File: config.mk
export PLATFORM = sky130hd
export DESIGN_NAME = bell202_tx_framer_flat
export DESIGN_NICKNAME = d
export VERILOG_FILES = /design/src/rtl/bell202_pkg.sv /design/src/rtl/bell202_tx_framer_if.sv /design/src/rtl/bell202_byte_fifo.sv /design/src/rtl/bell202_tx_framer.sv /design/src/flat_wrapper.sv
export SDC_FILE = /design/constraint.sdc
export NUM_CORES = 1
export LEC_CHECK = 0
export CAP_MARGIN = 20
export CORE_MARGIN = 10
export CORE_UTILIZATION = 61
export DETAILED_ROUTE_END_ITERATION = 7
export PLACE_DENSITY = 0.79
export SLEW_MARGIN = 20
export SYNTH_ARGS = -nofsm -noshare
export SYNTH_HDL_FRONTEND = slang
export SYNTH_SLANG_ARGS = --single-unit
File: constraint.sdc
create_clock -name CLK -period 2.7 [get_ports CLK]
set_input_delay 0.54 -clock CLK [delete_from_list [all_inputs] [get_ports CLK]]
set_output_delay 0.54 -clock CLK [all_outputs]
set_load 0.02 [all_outputs]
File: src/rtl/bell202_pkg.sv
// Shared types and constants for the Bell202 transmit framer.
package bell202_pkg;

  localparam int   FRAME_W = 8;
  localparam logic MARK    = 1'b1;
  localparam logic SPACE   = 1'b0;

  typedef enum logic [2:0] {
    ST_IDLE,
    ST_PREAMBLE,
    ST_START,
    ST_DATA,
    ST_PARITY,
    ST_STOP,
    ST_HANG
  } state_t;

  // Bits needed to count 0..n-1, never less than one.
  function automatic int cnt_w(input int n);
    return (n <= 2) ? 1 : $clog2(n);
  endfunction

  function automatic int max_int(input int a, input int b);
    return (a > b) ? a : b;
  endfunction

endpackage

File: src/rtl/bell202_tx_framer_if.sv
// Host-side byte port plus NCO-side line outputs of the Bell202 transmit framer.
// Handshake: a byte on DATA_in is taken on any CLK edge where WR=1 and FULL=0;
// a WR while FULL=1 is dropped and answered by a one-cycle OVF pulse.
interface bell202_tx_framer_if;
  import bell202_pkg::*;

  logic [FRAME_W-1:0] DATA_in;
  logic               WR;
  logic               FULL;
  logic               OVF;
  logic               DATA;
  logic               DET;
  logic               BUSY;
  state_t             state;

  modport master (
    output DATA_in, WR,
    input  FULL, OVF, DATA, DET, BUSY, state
  );

  modport slave (
    input  DATA_in, WR,
    output FULL, OVF, DATA, DET, BUSY, state
  );

endinterface

File: src/rtl/bell202_byte_fifo.sv
// Byte FIFO with combinational read of the head entry; full/empty are registered.
module bell202_byte_fifo
  import bell202_pkg::*;
#(
  parameter int AW = 4
) (
  input  logic               CLK,
  input  logic               RST,
  input  logic [FRAME_W-1:0] din,
  input  logic               push,
  input  logic               pop,
  output logic [FRAME_W-1:0] dout,
  output logic               empty,
  output logic               full
);

  localparam int DEPTH = 1 << AW;

  logic [FRAME_W-1:0] mem_q [DEPTH];
  logic [AW-1:0]      wr_q, rd_q;
  logic [AW:0]        cnt_q, cnt_d;
  logic               full_q, empty_q;
  logic               do_push, do_pop;

  assign do_push = push && !full_q;
  assign do_pop  = pop && !empty_q;

  always_comb begin
    cnt_d = cnt_q;
    if (do_push && !do_pop)      cnt_d = cnt_q + (AW+1)'(1);
    else if (!do_push && do_pop) cnt_d = cnt_q - (AW+1)'(1);
  end

  always_ff @(posedge CLK or posedge RST) begin
    if (RST) begin
      wr_q    <= '0;
      rd_q    <= '0;
      cnt_q   <= '0;
      full_q  <= 1'b0;
      empty_q <= 1'b1;
    end else begin
      if (do_push) wr_q <= wr_q + AW'(1);
      if (do_pop)  rd_q <= rd_q + AW'(1);
      cnt_q   <= cnt_d;
      full_q  <= (cnt_d == (AW+1)'(DEPTH));
      empty_q <= (cnt_d == '0);
    end
  end

  // Storage carries no reset; the pointers alone define what is valid.
  always_ff @(posedge CLK) begin
    if (do_push) mem_q[wr_q] <= din;
  end

  assign dout  = mem_q[rd_q];
  assign empty = empty_q;
  assign full  = full_q;

endmodule

File: src/rtl/bell202_tx_framer.sv
// Bell202 transmit framer: FIFO-buffered bytes sent as async frames with carrier keying.
// Build option BELL202_PARITY_EN inserts an even-parity bit before the stop bit.
module bell202_tx_framer
  import bell202_pkg::*;
#(
  parameter int BAUD_DIV      = 40,
  parameter int FIFO_AW       = 4,
  parameter int PREAMBLE_BITS = 32,
  parameter int HANG_BITS     = 16
) (
  input logic                CLK,
  input logic                RST,
  bell202_tx_framer_if.slave bus
);

  localparam int BW = cnt_w(BAUD_DIV);
  localparam int CW = cnt_w(max_int(max_int(PREAMBLE_BITS, HANG_BITS), FRAME_W));

  localparam logic [BW-1:0] BAUD_LAST = BW'(BAUD_DIV - 1);
  localparam logic [CW-1:0] PRE_LAST  = CW'(PREAMBLE_BITS - 1);
  localparam logic [CW-1:0] HANG_LAST = CW'(HANG_BITS - 1);
  localparam logic [CW-1:0] DATA_LAST = CW'(FRAME_W - 1);

  state_t             state_q;
  logic [BW-1:0]      baud_q;
  logic [CW-1:0]      bit_q;
  logic [FRAME_W-1:0] shift_q;
  logic               data_q, det_q, ovf_q;
`ifdef BELL202_PARITY_EN
  logic               parity_q;
`endif

  logic [FRAME_W-1:0] fifo_dout;
  logic               fifo_empty, fifo_full;
  logic               tick, start_go;

  bell202_byte_fifo #(.AW(FIFO_AW)) u_fifo (
    .CLK   (CLK),
    .RST   (RST),
    .din   (bus.DATA_in),
    .push  (bus.WR),
    .pop   (start_go),
    .dout  (fifo_dout),
    .empty (fifo_empty),
    .full  (fifo_full)
  );

  assign tick = (baud_q == BAUD_LAST);

  // Every way into START is a bit boundary that also pops the next byte.
  always_comb begin
    start_go = 1'b0;
    if (tick) begin
      case (state_q)
        ST_PREAMBLE:     start_go = (bit_q == PRE_LAST);
        ST_STOP, ST_HANG: start_go = !fifo_empty;
        default:         start_go = 1'b0;
      endcase
    end
  end

  always_ff @(posedge CLK or posedge RST) begin
    if (RST) begin
      state_q  <= ST_IDLE;
      baud_q   <= '0;
      bit_q    <= '0;
      shift_q  <= '0;
      data_q   <= MARK;
      det_q    <= 1'b0;
      ovf_q    <= 1'b0;
`ifdef BELL202_PARITY_EN
      parity_q <= 1'b0;
`endif
    end else begin
      ovf_q  <= bus.WR && fifo_full;
      // State changes only happen at ticks, so wrapping here also clears on entry.
      baud_q <= (state_q == ST_IDLE || tick) ? '0 : baud_q + BW'(1);
      if (start_go) begin
        state_q  <= ST_START;
        data_q   <= SPACE;
        shift_q  <= fifo_dout;
        bit_q    <= '0;
`ifdef BELL202_PARITY_EN
        parity_q <= ^fifo_dout;
`endif
      end else begin
        case (state_q)
          ST_IDLE: begin
            if (!fifo_empty) begin
              state_q <= ST_PREAMBLE;
              det_q   <= 1'b1;
              bit_q   <= '0;
            end
          end
          ST_PREAMBLE: begin
            if (tick) bit_q <= bit_q + CW'(1);
          end
          ST_START: begin
            if (tick) begin
              state_q <= ST_DATA;
              data_q  <= shift_q[0];
              shift_q <= shift_q >> 1;
              bit_q   <= '0;
            end
          end
          ST_DATA: begin
            if (tick) begin
              if (bit_q == DATA_LAST) begin
`ifdef BELL202_PARITY_EN
                state_q <= ST_PARITY;
                data_q  <= parity_q;
`else
                state_q <= ST_STOP;
                data_q  <= MARK;
`endif
              end else begin
                data_q  <= shift_q[0];
                shift_q <= shift_q >> 1;
                bit_q   <= bit_q + CW'(1);
              end
            end
          end
`ifdef BELL202_PARITY_EN
          ST_PARITY: begin
            if (tick) begin
              state_q <= ST_STOP;
              data_q  <= MARK;
            end
          end
`endif
          ST_STOP: begin
            if (tick) begin
              state_q <= ST_HANG;
              data_q  <= MARK;
              bit_q   <= '0;
            end
          end
          ST_HANG: begin
            if (tick) begin
              if (bit_q == HANG_LAST) begin
                state_q <= ST_IDLE;
                det_q   <= 1'b0;
              end else begin
                bit_q <= bit_q + CW'(1);
              end
            end
          end
          default: begin
            state_q <= ST_IDLE;
            data_q  <= MARK;
            det_q   <= 1'b0;
          end
        endcase
      end
    end
  end

  assign bus.DATA  = data_q;
  assign bus.DET   = det_q;
  assign bus.BUSY  = (state_q != ST_IDLE);
  assign bus.FULL  = fifo_full;
  assign bus.OVF   = ovf_q;
  assign bus.state = state_q;

endmodule

File: src/flat_wrapper.sv
// flat-port wrapper written by rule: the top's interface ports become plain ports
module bell202_tx_framer_flat import bell202_pkg::*;
#(
  parameter int BAUD_DIV      = 40,
  parameter int FIFO_AW       = 4,
  parameter int PREAMBLE_BITS = 32,
  parameter int HANG_BITS     = 16
)
  (CLK, RST, bus_DATA_in, bus_WR, bus_FULL, bus_OVF, bus_DATA, bus_DET, bus_BUSY, bus_state);
  bell202_tx_framer_if bus_i ();
  input logic CLK;
  input logic RST;
  input wire logic [$bits(bus_i.DATA_in)-1:0] bus_DATA_in;
  input wire logic [$bits(bus_i.WR)-1:0] bus_WR;
  output wire logic [$bits(bus_i.FULL)-1:0] bus_FULL;
  output wire logic [$bits(bus_i.OVF)-1:0] bus_OVF;
  output wire logic [$bits(bus_i.DATA)-1:0] bus_DATA;
  output wire logic [$bits(bus_i.DET)-1:0] bus_DET;
  output wire logic [$bits(bus_i.BUSY)-1:0] bus_BUSY;
  output wire logic [$bits(bus_i.state)-1:0] bus_state;
  assign bus_i.DATA_in = bus_DATA_in;
  assign bus_i.WR = bus_WR;
  assign bus_FULL = bus_i.FULL;
  assign bus_OVF = bus_i.OVF;
  assign bus_DATA = bus_i.DATA;
  assign bus_DET = bus_i.DET;
  assign bus_BUSY = bus_i.BUSY;
  assign bus_state = bus_i.state;
  bell202_tx_framer #(.BAUD_DIV(BAUD_DIV), .FIFO_AW(FIFO_AW), .PREAMBLE_BITS(PREAMBLE_BITS), .HANG_BITS(HANG_BITS)) u_core (.CLK(CLK), .RST(RST), .bus(bus_i));
endmodule
======== Word-level counts from Yosys, hierarchy flattened ========
Memory sizes are Yosys's and may differ from the RTL's.
Index checks and enable logic that the tools add are counted.
storage, ports and cells
  RAM bits ................................ 128
  memories ................................ 1
  flip-flop bits (word level) ............. 40
memories
  name                 words  bits a word  read ports  clocked after Yosys merged registers in  write ports  RTL line                 text
  u_core.u_fifo.mem_q  16     8            1           0                                        1            bell202_byte_fifo.sv:19  logic [FRAME_W-1:0] mem_q [DEPTH];
operators by class
  bitwise logic cells ..................... 2
  eq/ne operators ......................... 26
  mux-type cells .......................... 40
  $add $sub $neg .......................... 6
  reduce and logical (&&, ||, !) cells .... 24
operators with widths
  cell                 number
  $mux 5               10
  $mux 8               4
  $pmux 5 s5           1
  $mux 3               8
  $ne 3x2->1 const B   7
  $pmux 3 s6           1
  $pmux 8 s2           1
  $reduce_and 8->1     2
  $mux 1               11
  $add 5x1->5 const B  2
  $eq 5x5->1 const B   2
  $ne 3x3->1 const B   3
  $add 4x1->4 const B  2
  $reduce_and 4->1     2
  $add 6x1->6 const B  1
  $eq 3x2->1 const B   2
  $eq 3x3->1 const B   2
  $eq 6x6->1 const B   1
  $mux 6               1
  $ne 2x1->1 const B   3
  $reduce_bool 3->1    2
  $reduce_bool 6->1    1
  $eq 5x3->1 const B   1
  $eq 5x4->1 const B   1
  17 further kinds     27

======== Depth between registers and ports, before layout ========
  word-level depth ........................ 9
  gate-level depth with buffers ........... 10

======== Cells and area by module ========
A second synthesis with hierarchy kept.
second synthesis, totals
  cell total of the unflattened synthesis .. 459
  area, all modules ....................... 7,255.7 µm²
by module, submodules not included
  module             instances  cells each  area each (µm²)
  bell202_byte_fifo  1          302         5,820.6
  bell202_tx_framer  1          157         1,435.1

======== Worst setup path before layout ========
OpenSTA, ideal clock, no wires.
  path kind ............................... input to register
  from .................................... input port bus_WR
  to ...................................... memory u_core.u_fifo.mem_q[3][0], enable pin
  required time ........................... 2.317 ns
  setup slack ............................. 0.366 ns
  stages on the path ...................... 4
  arrival time ............................ 1.951 ns
  path buffers ............................ 1
  cells stage by stage .................... nor2b_1 > clkbuf_1 > nand2_1 > nor3_1
on the way
  cells in the longest elaborated chain, start to end .. 3
RTL lines
  item                          RTL line                 text
  start, declared               flat_wrapper.sv:14       input wire logic [$bits(bus_i.WR)-1:0] bus_WR;
  $logic_and 1x1->1             bell202_byte_fifo.sv:25  assign do_push = push && !full_q;
  $mux 1                        bell202_byte_fifo.sv:52  if (do_push) mem_q[wr_q] <= din;
  $mux 1 (implied by the code)  bell202_byte_fifo.sv:52
  end, declared                 bell202_byte_fifo.sv:19
Every way passes these cells.

======== Worst setup path in the final report ========
  from .................................... register u_core.state_q[0] (netlist: u_core.bus.state[0])
  to ...................................... output port bus_BUSY
on the way
  cells in the longest elaborated chain, start to end .. 1
RTL lines
  item                    RTL line                  text
  start, declared         bell202_tx_framer.sv:24   state_t state_q;
  start signal, assigned  bell202_tx_framer.sv:64   state_q <= ST_IDLE;
  start signal, assigned  bell202_tx_framer.sv:79   state_q <= ST_START;
  start signal, assigned  bell202_tx_framer.sv:90   state_q <= ST_PREAMBLE;
  $reduce_bool 3->1       bell202_tx_framer.sv:160  assign bus.BUSY = (state_q != ST_IDLE);
  end, declared           flat_wrapper.sv:19        output wire logic [$bits(bus_i.BUSY)-1:0] bus_BUSY;
Every way passes these cells.

==> results.md <==
Pwr:
- Power spread over the standard cell area amounts to 798 mW/mm^2.
- Sequential cells burn 52.1% of the power.
- The switching power is 1.77 mW.
- The completed layout was analyzed and its total power is 6.50 mW.
- Combinational cells account for 15.4% of the total power.
- Internal power comes to 4.74 mW.
- VDD sags by at most 0.000710 V.
- The analysis attributes to cell leakage a power of 2.89 nW.
- The part of the power in the clock network is 32.5%.
- The proportion of total power due to net switching is 27.2%.

Routing:
- Dividing the detail-routed wire length by the instance count gives 21.5 um.
- Before antenna repair, the detailed router went through 5 iterations.
- For this block, the via count after detailed routing is 3993.
- The via count normalized by instance count is 6.24.
- In the routed design, unresolved DRC markers number 0.
- Wires add up to 13800 um.
- The detailed router finished its first iteration with 377 violations.
- The antenna violation net count after detailed routing is 0.

CTS:
- Gates resized during post-CTS repair numbered 0.
- The root buffer cell is sky130_fd_sc_hd__clkbuf_16.
- The number of sinks driven by the clock tree is 168.
- In this run the number of H-tree levels came out at 4.
- The TritonCTS clock tree is yes.
- The maximum number of buffers from clock root to sink is 2.
- TritonCTS created 17 clock buffers.
- The source-to-sink clock delay at the later pin of the worst-skew pair is 420 ps.
- After clock tree synthesis, the clock-pin slew on the worst setup and hold paths is 60 ps.

STA:
- Setup repair after global routing left no endpoint under its margin.
- After layout, the minimum clock period comes to 2550 ps.
- The transition time of the tightest slew-check pin is 581 ps.
- In the final timing run, aggregate negative setup slack is 0 ps.
- The final clock period utilization by the worst path is 94.3%.
- On the final layout, the worst clock skew is 7.42 ps.
- The number of hold violations in the final report is 0.
- The worst hold-check slack is 471 ps.
- The number of max-slew violations in the final report is 0.
- Setup violations remaining at the end of the flow were counted as 0.
- Timing would allow up to 0.393 GHz.
- The headroom to the max-slew limit is 61.1%.

Finish:
- The count of nets after finishing is 507.
- 0 antenna diodes ended up in the layout.
- Leaving out fill and tap cells, the most frequent cell in the layout is sky130_fd_sc_hd__edfxtp_1.
- The total of fill cells in the finished design is 754.
- The signed area change from the synthesized netlist to the final layout is 13.3%.
- The top cell types in the final layout, fill and taps aside, are sky130_fd_sc_hd__edfxtp_1 (128), sky130_fd_sc_hd__dfrtp_1 (37), sky130_fd_sc_hd__mux4_2 (33).
- In the final layout, the share of cells above drive strength 1 is 18.5%.

Floorplanning:
- The floorplan has 39 rows.
- The starting density of the core is 62.7%.
- The floorplan die height is 129 um.
- During I/O placement, the number of pins put on the boundary was 19.
- In this run the horizontal extent of the chip is 129 um.
- The die covers 0.0165 sq mm.
- The area of the core is 0.0115 sq mm.

Worst hold path:
- For hold timing, the worst endpoint is u_core.baud_q[0]$_DFF_PP0_.
- Counting instances, the worst hold path has a depth of 1.
- The worst hold path belongs to the class reg2reg.
- The startpoint of the lowest-slack hold path is u_core.baud_q[0]$_DFF_PP0_.

Synthesis:
- The most used flip-flop cell after synthesis is sky130_fd_sc_hd__edfxtp_1.
- The net count after synthesis is 469.
- For this run, asynchronously set or reset flops after synthesis account for 23.8%.
- The synthesized netlist contains 56 unique library cells.
- The sequential share of the synthesized area is 67.4%.
- The number of warning messages in the yosys log is 0.
- The count of flip-flops with a built-in enable after synthesis is 128.
- After synthesis, the mean cell area works out to 16.1 sq um.
- Summing every instance area after synthesis gives 0.00719 sq mm.
- The cell count after synthesis came out at 447.
- The total of flip-flops plus latches after synthesis is 168.

Global routing:
- The via count of the first global-routing pass is 4087.
- The first global-routing pass estimated 22400 um of wire.
- The initial antenna violation count came to 0.
- Entering global routing, the biggest net connects 41 pins.
- Global routing used 17.8% of the available tracks.
- The sum of overflow across all layers after global routing is 0.

Worst setup path:
- The slowest stage of the critical path is the sky130_fd_sc_hd__clkdlybuf4s50_1 cell.
- The kind of launch point of the worst setup path is a flip-flop.
- The critical path arrival is 2010 ps.
- The worst reg2reg path depth is 9.
- The highest fanout seen on the critical path is 16.
- Walking the worst path, the cells encountered are nor3_1, inv_1, clkdlybuf4s50_1.
- In this run the critical register-to-register path is launched from u_core.bit_q[0]$_DFFE_PP0P_.
- The flop-to-flop setup slack is 150 ps.
- The endpoint type of the worst setup path is an output port.
- In this design, the stage delay of the slowest critical-path cell is 560 ps.
- The worst setup path category is reg2out.
- The critical path data required time is 2160 ps.
- In this run the critical register-to-register path is captured at u_core.u_fifo.full$_DFF_PP0_.

Flow run:
- The number of violations of the max-capacitance limit is 0.

Placement:
- At the end of routability-driven placement, the weighted congestion stood at 0.809.
- Input and output buffers added on the ports amount to 18.
- The post-detailed-placement half-perimeter wirelength is 8640 um.

Outcome:
- The flow ran to the end, and the final reports show no timing, DRC or antenna violations.
==> cell type report <==
cell class              instances  area [sq um]  area share, %
flip-flops and latches        168          4850           59.5
multi-input cells             242          2170           26.6
clock buffers                  21           440           5.40
repair buffers                 42           385           4.73
well taps                     143           179           2.20
clock inverters                10          75.1          0.921
inverters                      14          52.6          0.645
==> registers in the layout, summed over array words and instances, names as in the netlist, 3 cells and up <==
name	flops
u_core.u_fifo.wr_q	4
u_core.bit_q	5
u_core.u_fifo.mem_q	128
u_core.u_fifo.cnt_q	5
u_core.u_fifo.rd_q	4
u_core.bus.state	3
u_core.baud_q	6
u_core.shift_q	8
==> cells in the mapped netlist, drive strengths merged (4+ instances only) <==
master	instances	area (sq um)
buf	13	87.6
nand2b	5	31.3
o21ai	18	90.1
xnor2	9	78.8
mux2i	10	100
ha	11	138
a21oi	4	20.0
nand3	7	35.0
inv	14	52.6
edfxtp	128	3840
nor2	31	116
a221o	7	70.1
dfrtp	38	951
a211oi	15	113
and2	5	31.3
nand4	4	31.3
nor3	6	30.0
nor2b	11	76.3
xor2	6	52.6
mux4	33	743
clkbuf	10	37.5
nand2	19	71.3
==> critical path: cells and delay by family, from the launching register on <==
family,cells,cell delay [ps]
and+or+nand+nor,1,370
DFF,1,540
buffers and inverters,2,680
==> routing by layer <==
metal / up-vias / routed length, um / track usage (%)
li1: 1822 / - / -
met4: 0 / 228 / 6.42
met1: 2039 / 5750 / 22.8
met3: 18 / 636 / 4.64
met2: 114 / 7160 / 28.9
met5: - / 0 / 0
==> kinds of logic (layout without fill, tap and decap cells) <==
family / Yosys count / in the layout / synth area share (%)
DFF: 168 / 168 / 67.4
and+or+nand+nor: 101 / 101 / 7.36
buffers and inverters: 37 / 87 / 2.47
adders and majority gates: 12 / 12 / 2.05
AOI/OAI and AO/OA: 68 / 68 / 6.71
xor gates and xnor gates: 15 / 15 / 1.83
muxes: 46 / 46 / 12.2
==> repair_timing <==
| item | in CTS | in global routing |
|---|---|---|
| hold buffers | 0 | 0 |
| hold endpoints to repair | 0 | 0 |
| buffers inserted | 0 | 1 |
| endpoints found under the setup margin | 0 | 1 |
==> worst max-delay path by stage <==
stage | startpoint | endpoint | slack (ps)
finish | u_core.bus.state[0]$_DFFE_PP0P_ | bus_BUSY | 150
global route | u_core.bus.state[0]$_DFFE_PP0P_ | bus_BUSY | 6
CTS | u_core.bus.state[0]$_DFFE_PP0P_ | bus_BUSY | 130
detailed placement | u_core.bit_q[0]$_DFFE_PP0P_ | u_core.u_fifo.full$_DFF_PP0_ | 180
global placement | u_core.bit_q[0]$_DFFE_PP0P_ | u_core.bit_q[0]$_DFFE_PP0P_ | 270
floorplan | bus_WR | u_core.u_fifo.mem_q[3][0]$_DFFE_PP_ | 370
==> metrics by stage <==
stage	instances	area, sq um	setup slack (ps)	util (%)
4_1_cts	639	8140	131	71.0
6_report	640	8150	154	71.1
5_1_grt	640	8150	5.90	71.1
2_1_floorplan	447	7190	366	-
3_5_place_dp	608	7630	176	66.5
3_3_place_gp	608	7630	269	66.5
==> power groups by stage <==
stage               sequential, mW  clock (mW)  combinational, mW
detailed placement            3.42           0               1.00
floorplan                     3.34           0              0.718
finish                        3.39        2.11               1.00
global route                  3.42        2.26               1.12
CTS                           3.38        2.16               1.01
global placement              3.40           0              0.935
Note: power is estimated with default switching activity, not from simulation.
